==> src/rtl/cache_refill_ctrl.sv <==
// -----------------------------------------------------------------------------
// cache_refill_ctrl
//   Miss handler between a direct-mapped cache and a fixed-latency main memory.
//   When a miss is taken, a dirty victim line (4 words) is written back first.
//   The 4-word line holding the missed address is then fetched in offset order
//   0..3 and streamed into the cache. A one-cycle fill_done pulse marks the end.
//   Address split: tag[ADDR_W-1 -: TAG_W] | index | offset[OFFSET_W-1:0].
//
// Ports
//   clk_100      system clock, rising edge
//   rst          synchronous active-high reset
//   miss_req     cache miss request, only sampled while idle
//   miss_addr    faulting address, captured with miss_req
//   dirty        victim line dirty flag, captured with miss_req
//   victim_tag   victim line tag, captured with miss_req
//   victim_data  cache word at line_offset (combinational from the cache)
//   line_offset  word offset for victim read and fill write
//   fill_data    word to write into the cache
//   fill_we      cache line write strobe
//   fill_done    one-cycle pulse: the line is installed
//   busy         high from the cycle after capture until fill_done
//   mem_addr     memory word address
//   mem_rd_en    memory read, held MEM_LAT cycles per word
//   mem_wr_en    memory write, held MEM_LAT cycles per word
//   mem_wdata    write-back data
//   mem_rdata    memory read data, valid on the last cycle of each read word
// -----------------------------------------------------------------------------
module cache_refill_ctrl #(
    parameter int ADDR_W   = 16,
    parameter int DATA_W   = 16,
    parameter int OFFSET_W = 2,
    parameter int TAG_W    = 8,
    parameter int MEM_LAT  = 3
) (
    input  logic                clk_100,
    input  logic                rst,
    input  logic                miss_req,
    input  logic [ADDR_W-1:0]   miss_addr,
    input  logic                dirty,
    input  logic [TAG_W-1:0]    victim_tag,
    input  logic [DATA_W-1:0]   victim_data,
    output logic [OFFSET_W-1:0] line_offset,
    output logic [DATA_W-1:0]   fill_data,
    output logic                fill_we,
    output logic                fill_done,
    output logic                busy,
    output logic [ADDR_W-1:0]   mem_addr,
    output logic                mem_rd_en,
    output logic                mem_wr_en,
    output logic [DATA_W-1:0]   mem_wdata,
    input  logic [DATA_W-1:0]   mem_rdata
);

    localparam int IDX_W = ADDR_W - TAG_W - OFFSET_W;
    // A one-cycle latency still needs a 1-bit counter to keep the vector legal.
    localparam int LAT_W = (MEM_LAT > 1) ? $clog2(MEM_LAT) : 1;
    localparam logic [LAT_W-1:0]    LAST_LAT = LAT_W'(MEM_LAT - 1);
    localparam logic [OFFSET_W-1:0] LAST_OFF = {OFFSET_W{1'b1}};

    typedef enum logic [1:0] {
        IDLE = 2'd0,
        WB   = 2'd1,
        FILL = 2'd2,
        DONE = 2'd3
    } state_t;

    state_t              state_q, state_d;
    logic [TAG_W-1:0]    tag_q, tag_d;
    logic [IDX_W-1:0]    idx_q, idx_d;
    logic [TAG_W-1:0]    vtag_q, vtag_d;
    logic [OFFSET_W-1:0] off_q, off_d;
    logic [LAT_W-1:0]    lat_q, lat_d;
    logic                word_end_s;

    // The word offset of the missed address is irrelevant: whole lines move.
    logic unused_offset_s;
    assign unused_offset_s = ^miss_addr[OFFSET_W-1:0];

    // State and job latches, synchronous reset.
    always_ff @(posedge clk_100) begin
        if (rst) begin
            state_q <= IDLE;
            tag_q   <= '0;
            idx_q   <= '0;
            vtag_q  <= '0;
            off_q   <= '0;
            lat_q   <= '0;
        end else begin
            state_q <= state_d;
            tag_q   <= tag_d;
            idx_q   <= idx_d;
            vtag_q  <= vtag_d;
            off_q   <= off_d;
            lat_q   <= lat_d;
        end
    end

    // Next-state logic and output decode.
    always_comb begin
        state_d     = state_q;
        tag_d       = tag_q;
        idx_d       = idx_q;
        vtag_d      = vtag_q;
        off_d       = off_q;
        lat_d       = lat_q;
        line_offset = '0;
        fill_data   = '0;
        fill_we     = 1'b0;
        fill_done   = 1'b0;
        busy        = 1'b0;
        mem_addr    = '0;
        mem_rd_en   = 1'b0;
        mem_wr_en   = 1'b0;
        mem_wdata   = '0;
        word_end_s  = (lat_q == LAST_LAT);

        case (state_q)
            IDLE: begin
                if (miss_req) begin
                    tag_d   = miss_addr[ADDR_W-1 -: TAG_W];
                    idx_d   = miss_addr[OFFSET_W +: IDX_W];
                    vtag_d  = victim_tag;
                    off_d   = '0;
                    lat_d   = '0;
                    state_d = dirty ? WB : FILL;
                end else begin
                    state_d = IDLE;
                end
            end

            WB: begin
                busy        = 1'b1;
                mem_wr_en   = 1'b1;
                mem_addr    = {vtag_q, idx_q, off_q};
                mem_wdata   = victim_data;
                line_offset = off_q;
                if (word_end_s) begin
                    lat_d = '0;
                    // Offset wraps to 0 after the last word, ready for the fill.
                    off_d = off_q + OFFSET_W'(1);
                    if (off_q == LAST_OFF) begin
                        state_d = FILL;
                    end else begin
                        state_d = WB;
                    end
                end else begin
                    lat_d = lat_q + LAT_W'(1);
                end
            end

            FILL: begin
                busy        = 1'b1;
                mem_rd_en   = 1'b1;
                mem_addr    = {tag_q, idx_q, off_q};
                line_offset = off_q;
                if (word_end_s) begin
                    // Read data is only valid on the final cycle of each word.
                    fill_we   = 1'b1;
                    fill_data = mem_rdata;
                    lat_d     = '0;
                    off_d     = off_q + OFFSET_W'(1);
                    if (off_q == LAST_OFF) begin
                        state_d = DONE;
                    end else begin
                        state_d = FILL;
                    end
                end else begin
                    lat_d = lat_q + LAT_W'(1);
                end
            end

            DONE: begin
                busy      = 1'b1;
                fill_done = 1'b1;
                state_d   = IDLE;
            end

            default: begin
                state_d = IDLE;
            end
        endcase
    end

endmodule

==> config.mk <==
export PLATFORM = sky130hd
export DESIGN_NAME = cache_refill_ctrl
export DESIGN_NICKNAME = d
export VERILOG_FILES = /design/src/rtl/cache_refill_ctrl.sv
export SDC_FILE = /design/constraint.sdc
export NUM_CORES = 1
export LEC_CHECK = 0
export CORE_ASPECT_RATIO = 0.6
export CORE_MARGIN = 5
export CORE_UTILIZATION = 38
export DETAILED_ROUTE_END_ITERATION = 10
export DONT_BUFFER_PORTS = 1
export PLACE_DENSITY_LB_ADDON = 0.25
export SYNTH_ARGS = -nofsm -noshare
export SYNTH_HDL_FRONTEND = slang
export SYNTH_SLANG_ARGS = --single-unit
==> constraint.sdc <==
create_clock -name clk_100 -period 1.7 [get_ports clk_100]
set_input_delay 0 -clock clk_100 [delete_from_list [all_inputs] [get_ports clk_100]]
set_output_delay 0 -clock clk_100 [all_outputs]
set_load 0.02 [all_outputs]
Word-level counts from Yosys, hierarchy flattened
Index checks and enable logic that the tools add are counted.
{ "totals": {"reg_bits": 28, "out_inout_bits": 55, "word_cells": 48} }
{ "classes": {"addsub": 2, "n_eq_ne": 9, "n_mux": 23, "reduce_logical": 8} }
{ "ops": {"columns": ["operator", "n"], "rows": [
  ["$mux 16", 3],
  ["$pmux 16 s2", 1],
  ["$mux 2", 9],
  ["$eq 2x2->1 const B", 4],
  ["$pmux 2 s2", 2],
  ["$pmux 2 s4", 1],
  ["$mux 1", 7],
  ["$ne 2x2->1 const B", 3],
  ["$reduce_and 2->1", 3],
  ["$add 2x1->2 const B", 2],
  ["$reduce_and 3->1", 1],
  ["$reduce_or 3->1", 1],
  ["$eq 2x1->1 const B", 1],
  ["$logic_not 2->1", 1],
  ["$ne 2x1->1 const B", 1],
  ["$reduce_bool 2->1", 1],
  ["$reduce_or 2->1", 1]
]} }

Depth between registers and ports, before layout
Gate-level depths: netlist of the first run.
{ "depth": {"depth_word": 4, "depth_mapped": 6} }

Worst setup path after synthesis of the first run
Ideal clock, no wire load.
{ "synth_path": {"path_type": "register to output", "start": "register state_q[0]", "end": "output mem_addr[10]", "arrival_time_ns": 1.581, "slack_ns": 0.119, "stages_incl_launch_ff": 7, "path_cell_list": "dfxtp_1 > inv_1 > ha_1 > buf_2 > clkbuf_1 > a22oi_1 > nor2b_1"} }
{ "synth_between": {"elab_chain_cells": 2} }
{ "synth_lines": {"columns": ["element", "line_no", "rtl"], "rows": [
  ["start, declared", "67", "state_t state_q, state_d;"],
  ["start signal, assigned", "89", "state_q <= state_d;"],
  ["$eq 2x2->1 or $eq 2x1->1 (tied branches)", "117", "case (state_q)"],
  ["$pmux 16 s2 (*)", "117", null],
  ["end, declared", "47", "output logic [ADDR_W-1:0] mem_addr,"]
]} }
Mark *: on every way between the ends. The rest lies on a longest branch, timed or not.

Worst setup path in the final report of the first run
{ "layout_path": {"start": "register state_q[1]", "end": "output mem_addr[5]"} }
The elaborated chain is that of the path after synthesis.

==> impl_metrics.py, run 1 <==
metrics = {
    "cts": {
        "insertion_delay_ns": 0.27,
        "cts_root_buffer": "clkbuf_8",
        "clock-sinks": 28,
        "h-tree-depth": 1,
        "cts_setup_buffers": 0,
        "numCtsBuffers": 3,
        "clock_path_buffers": 2,
        "cts_tree": "built",
        "clk_pin_slew_worst_paths_ns": 0.09,
    },
    "hold_path": {
        "hold_end": "off_q[0]",
        "hold_path_depth": 3,
        "hold_path.startpoint": "miss_req",
        "min_path_type": "primary input to flop",
    },
    "synth": {
        "yosysUniqueCellTypes": 32,
        "ys_seq_area_share_pct": 34.0,
        "syn_nets": 281,
        "syn_area_um2": 1650,
        "syn_inst": 213,
        "syn_avg_cell_area_um2": 7.74,
        "yosysWarnings": 0,
        "ys_ff_latch": 28,
    },
    "final_layout": {
        "drive_above_1_share_pct": 16.6,
        "final_util_pct": 51.6,
        "area_growth_pct": 29.7,
        "fin_area_um2": 2140,
        "antennaDiodeCount": 0,
        "fin_nets": 317,
    },
    "worst_setup_path": {
        "crit_path_top_delay_cell": "dfxtp_1",
        "cp.required_ns": 1.70,
        "timing.rr.end": "lat_q[0]",
        "cpPeakStageDelay_ns": 0.34,
        "critPathKind": "flop to output pin",
        "start_kind": "flop",
        "critPathCaptureType": "output pin",
        "path_delay_family": "simple AND/OR/NAND/NOR gates",
        "cp.arrival_ns": 1.58,
        "cp_max_fo": 6,
        "crit_chain": "inv_1, ha_4, nor2b_1, buf_4, and2_2",
        "rr_worst_depth": 6,
        "reg2reg_from": "state_q[1]",
        "r2r_slack_ns": 0.26,
        "worst-path-buf-inv": 2,
    },
    "floorplanning": {
        "initial_core_util_pct": 39.8,
        "die_height_um": 61.0,
        "pin_count": 115,
        "core_um2": 4140,
        "die_area_um2": 5800,
        "die_w_um": 95.0,
        "core.rowCount": 18,
    },
    "drt": {
        "viasPerCell": 4.98,
        "vias": 1529,
        "wl_per_cell_um": 15.5,
        "ant_nets": 0,
        "dr.pass1.iters": 4,
        "drt_iter0_drc": 93,
        "drc_errors": 0,
        "wl_um": 4770,
    },
    "pwr": {
        "internal_power_mw": 1.53,
        "leakage_nw": 0.909,
        "irDropWorstVdd_mv": 0.457,
        "swShare_pct": 42.1,
        "combPwrFrac_pct": 55.0,
        "p_switching_mw": 1.12,
        "p_seq_share_pct": 31.9,
        "p_clk_share_pct": 13.1,
        "p_per_area_nw_per_um2": 1240,
    },
    "grt": {
        "antenna_found_initial": 0,
        "grt_pass1_vias": 1375,
        "track_usage_pct": 15.2,
        "grt_max_degree": 31,
        "gr-total-overflow": 0,
        "grt_pass1_wl_um": 6790,
    },
    "sta": {
        "relSlewSlack_pct": 27.3,
        "timing.fmax_mhz": 632,
        "rsz0062_at_grt": "false",
        "slew_violations": 0,
        "period_share_pct": 93.0,
        "fin_crit_ns": 1.58,
        "tightest_slew_ns": 1.09,
        "hold_ws_ns": 0.00818,
        "skew_ns": 0.00333,
        "setup_viol": 0,
        "final.setup.tns_ns": 0,
        "hold_viol": 0,
    },
    "placed_design": {
        "place.gp.congestion": 0.798,
        "place_area_um2": 1800,
        "portBuffers": 0,
        "hpwl_um": 3560,
    },
    "run": {
        "maxCapViolCount": 0,
    },
    "status": {
        "outcome": "completed",
    },
}
what timing repair did:
item / 4_1_cts / 5_1_grt
cloned: 0 / 0
resized for setup: 7 / 11
hold buffers: 25 / 0
hold endpoints to repair: 28 / 0
endpoints found under the setup margin: 7 / 13
power groups by stage:
stage	Sequential (mW)	Combinational (mW)	Clock [mW]
6_report	0.844	1.46	0.347
5_1_grt	0.859	1.60	0.390
4_1_cts	0.842	1.39	0.362
3_5_place_dp	0.857	1.32	0
3_3_place_gp	0.855	1.30	0
2_1_floorplan	0.850	1.04	0
Yosys cell counts, drive strengths merged:
cell type | instances | share of area [%]
a211oi | 1 | 0.46
a21oi | 24 | 7.3
a221oi | 1 | 1.6
a22oi | 8 | 3.6
a311oi | 1 | 0.53
a32oi | 1 | 0.53
and2 | 27 | 10
and3 | 16 | 6.1
buf | 9 | 3.6
clkbuf | 7 | 1.7
dfxtp | 28 | 34
ha | 8 | 6.1
inv | 4 | 0.91
mux2 | 1 | 0.68
mux2i | 3 | 1.8
nand2 | 48 | 11
nand2b | 4 | 1.5
nand3 | 1 | 0.30
nand3b | 2 | 0.91
nor2 | 2 | 0.46
nor2b | 11 | 4.2
nor3 | 2 | 0.61
o21a | 1 | 0.46
o21ai | 1 | 0.30
o22a | 1 | 0.53
or3b | 1 | 0.53
state kept, by name, indices dropped and copies added (netlist names):
register and flops:
off_q 2, idx_q 6, vtag_q 8, tag_q 8, state_q 2, lat_q 2
per-layer routing:
layer | share of wire [%] | vias up | GRT usage, %
li1 | - | 777 | -
met1 | 44 | 685 | 19.6
met2 | 46 | 61 | 25.3
met3 | 8.5 | 6 | 4.64
met4 | 1.2 | 0 | 3.70
met5 | 0 | - | 0
kinds of logic (layout without fill, tap and decap cells):
family | after synthesis | in the layout | synth area share (%)
AND/OR/NAND/NOR | 114 | 114 | 35.9
AO/OA/AOI/OAI | 39 | 39 | 15.3
adder cells (fa/ha/maj) | 8 | 8 | 6.07
buffers and inverters | 20 | 54 | 6.22
flip-flops | 28 | 28 | 34.0
multiplexers | 4 | 4 | 2.50
through the flow:
stage | power (mW) | worst slack (ns) | std cells
finish | 2.65 | 0.118 | 307
floorplan | 1.89 | 0.119 | 213
global placement | 2.16 | 0.207 | 279
CTS | 2.59 | 0.00251 | 307
global route | 2.85 | 0.0203 | 307
detailed placement | 2.18 | 0.190 | 279
area by class of cell:
class	count	area (µm²)
fillers	415	2000
multi-input cells	165	1030
flip-flops and latches	28	561
repair buffers	47	419
well taps	60	75.1
clock buffers	3	41.3
inverters	4	15.0
placed cells by master, fill, tap and decap left out, types with 2 or more instances in the layout:
cell type and n:
dlygate4sd3_1 25, dfxtp_1 28, and2_4 4, nor3_1 2, inv_1 2, clkbuf_8 3
a21oi_1 24, and2_2 3, buf_4 21, and2_1 20, and3_1 16, nand2b_1 4
ha_4 2, inv_2 2, ha_1 5, nand3b_1 2, mux2i_1 3, a22oi_1 8
nand2_1 48, nor2b_1 11
worst register-to-register path: cells and delay by family, from the launching register on:
kind	cells	cell delay, ns
buffers and inverters	2	0.28
AND/OR/NAND/NOR	2	0.29
flip-flops	1	0.34
AO/OA/AOI/OAI	1	0.14
adder cells (fa/ha/maj)	1	0.32
how the worst max path moves through the flow:
| stage | endpoint | start | depth (start not counted) | slack [ns] |
|---|---|---|---|---|
| CTS | mem_addr[3] | state_q[1] | 5 | 0.003 |
| finish | mem_addr[5] | state_q[1] | 5 | 0.12 |
| floorplan | mem_addr[10] | state_q[0] | 6 | 0.12 |
| global route | mem_addr[5] | state_q[1] | 6 | 0.02 |
| detailed placement | lat_q[0] | state_q[0] | 6 | 0.19 |
| global placement | lat_q[1] | state_q[0] | 6 | 0.21 |
No activity file was read; power rests on OpenSTA's default activity.
==> run 2: changes to the inputs <==
--- a/config.mk
+++ b/config.mk
@@ -5,9 +5,12 @@
 export SDC_FILE = /design/constraint.sdc
 export NUM_CORES = 1
 export LEC_CHECK = 0
+export CELL_PAD_IN_SITES_DETAIL_PLACEMENT = 2
+export CELL_PAD_IN_SITES_GLOBAL_PLACEMENT = 2
 export CORE_ASPECT_RATIO = 0.6
 export CORE_MARGIN = 5
-export CORE_UTILIZATION = 38
+export CORE_UTILIZATION = 31
+export CTS_CLUSTER_SIZE = 30
 export DETAILED_ROUTE_END_ITERATION = 10
 export DONT_BUFFER_PORTS = 1
 export PLACE_DENSITY_LB_ADDON = 0.25
==> run 2 against run 1 <==
  * Non-clock buffer count up 1
  * Clock power up 56%
  * Sequential share of layout area is 0.96 points lower
  * Die area is 19% higher
  * Core utilization decreased by 7.5 points
  * Critical path depth did not move
  * Global-route usage grew 2.9 points
  * Total power rose by 20%
  * Sequential power grew 5.6%
  * Routed wire length grew 45%
==> impl_metrics.py, run 2 (synthesis gave the netlist of run 1 again) <==
metrics = {
    "status": {
        "outcome": "completed",
    },
    "floorplanning": {
        "die_area_um2": 6930,
        "initial_core_util_pct": 32.3,
        "die_height_um": 66.5,
        "core.rowCount": 20,
        "die_w_um": 104,
        "core_um2": 5100,
        "pin_count": 115,
    },
    "final_layout": {
        "fin_area_um2": 2250,
        "final_cell_mix": "48 x nand2_1, 26 x dfxtp_1, 25 x dlygate4sd3_1, 24 x a21oi_1, 20 x buf_4",
        "fin_nets": 318,
        "drive_above_1_share_pct": 20.9,
        "final_common_cell": "nand2_1",
        "layout.cells.non_filler": 315,
        "antennaDiodeCount": 0,
        "final_util_pct": 44.1,
        "reg_top3": "tag_q x8, vtag_q x8, idx_q x6",
        "area_growth_pct": 36.5,
    },
    "grt": {
        "gr-total-overflow": 0,
        "grt_pass1_vias": 1714,
        "track_usage_pct": 18.0,
        "antenna_found_initial": 0,
        "grt_max_degree": 31,
        "grt_pass1_wl_um": 9690,
    },
    "sta": {
        "rsz0062_at_grt": "true",
        "period_share_pct": 98.0,
        "setup_viol": 0,
        "skew_ns": 0.00646,
        "slew_violations": 0,
        "tightest_slew_ns": 1.13,
        "timing.fmax_mhz": 600,
        "fin_crit_ns": 1.67,
        "hold_viol": 0,
        "hold_ws_ns": 0.0163,
        "relSlewSlack_pct": 24.1,
    },
    "worst_setup_path": {
        "cp.arrival_ns": 1.67,
        "critPathCaptureType": "output pin",
        "cp_max_fo": 7,
        "cp.required_ns": 1.70,
        "start_kind": "flop",
        "critPathKind": "flop to output pin",
    },
    "drt": {
        "vias": 1667,
        "drc_errors": 0,
        "ant_nets": 0,
        "wl_um": 6930,
        "drt_iter0_drc": 42,
        "wl_per_cell_um": 22.0,
        "viasPerCell": 5.29,
        "dr.pass1.iters": 4,
    },
    "placed_design": {
        "dp.cells": 282,
        "portBuffers": 0,
        "place_area_um2": 1800,
        "hpwl_um": 4550,
        "place.gp.congestion": 0.821,
    },
    "cts": {
        "h-tree-depth": 1,
        "clock-sinks": 28,
        "clk_pin_slew_worst_paths_ns": 0.10,
        "cts_root_buffer": "clkbuf_8",
        "clock_path_buffers": 2,
        "insertion_delay_ns": 0.28,
        "numCtsBuffers": 3,
        "cts_tree": "built",
    },
    "pwr": {
        "p_seq_share_pct": 28.1,
        "irDropWorstVdd_mv": 0.397,
        "combPwrFrac_pct": 54.8,
        "swShare_pct": 42.6,
        "leakage_nw": 0.940,
        "p_per_area_nw_per_um2": 1410,
        "p_switching_mw": 1.35,
        "p_clk_share_pct": 17.1,
        "internal_power_mw": 1.82,
    },
    "hold_path": {
        "min_path_type": "primary input to flop",
    },
    "run": {
        "maxCapViolCount": 0,
    },
}
-- run 2: changes by cell type in the layout (fill, tap and decap cells not counted), moves of 3 or more --
cell,before,now
nor2b_1,11,8
and2_4,4,8
nor2b_2,0,3
and2_2,3,0
-- run 2: cell type report --
| cell class | instances | area (µm²) |
|---|---|---|
| Multi-Input combinational cell | 165 | 1070 |
| Clock inverter | 1 | 30.0 |
| Clock buffer | 3 | 41.3 |
| Tap cell | 66 | 82.6 |
| Timing Repair Buffer | 48 | 443 |
| Fill cell | 572 | 2850 |
| Sequential cell | 28 | 568 |
| Inverter | 4 | 18.8 |
-- run 2: power groups by stage --
stage          Clock (mW)  Sequential, mW  Combinational (mW)
2_1_floorplan           0           0.850                1.04
3_3_place_gp            0           0.867                1.31
3_5_place_dp            0           0.884                1.39
4_1_cts             0.543           0.877                1.52
5_1_grt             0.579           0.909                1.84
6_report            0.541           0.891                1.74
-- run 2: path summary, 6_finish.rpt --
kind | start | end | slack (ns) | depth (start not counted)
worst max register to register | state_q[1] | off_q[1] | 0.05 | 5
worst min-delay path | miss_req | off_q[0] | 0.02 | 3
worst min register to register | idx_q[1] | idx_q[1] | 0.47 | 2
worst max-delay path | state_q[1] | mem_addr[1] | 0.03 | 5
-- run 2: metal layers --
| layer | GRT usage [%] | up-vias | part of all wire (%) |
|---|---|---|---|
| li1 | - | 775 | - |
| met1 | 20.1 | 819 | 40 |
| met2 | 35.3 | 66 | 53 |
| met3 | 4.55 | 7 | 5.4 |
| met4 | 3.39 | 0 | 1.0 |
| met5 | 0 | - | 0 |
-- run 2: critical path, cell delays in order (launching register included) --
cell and delay [ns]:
dfxtp_4 0.37, clkinvlp_4 0.16, ha_4 0.34, nor2b_2 0.15
buf_4 0.17, and2_4 0.19
-- run 2: repair_timing --
item,in CTS,in global routing
endpoints found under the setup margin,19,15
hold buffers,25,0
endpoints found under the hold margin,28,0
setup buffers,0,4
pin swaps,0,1
gates resized for setup,17,19
-- run 2: per-stage QoR --
step | TNS (ns) | power [mW] | worst slack [ns]
final | 0 | 3.17 | 0.0343
after global routing | -0.268 | 3.33 | -0.0241
after CTS | 0 | 2.94 | 0.00439
after detailed placement | 0 | 2.27 | 0.0342
after global placement | 0 | 2.18 | 0.183
after floorplan | 0 | 1.89 | 0.119
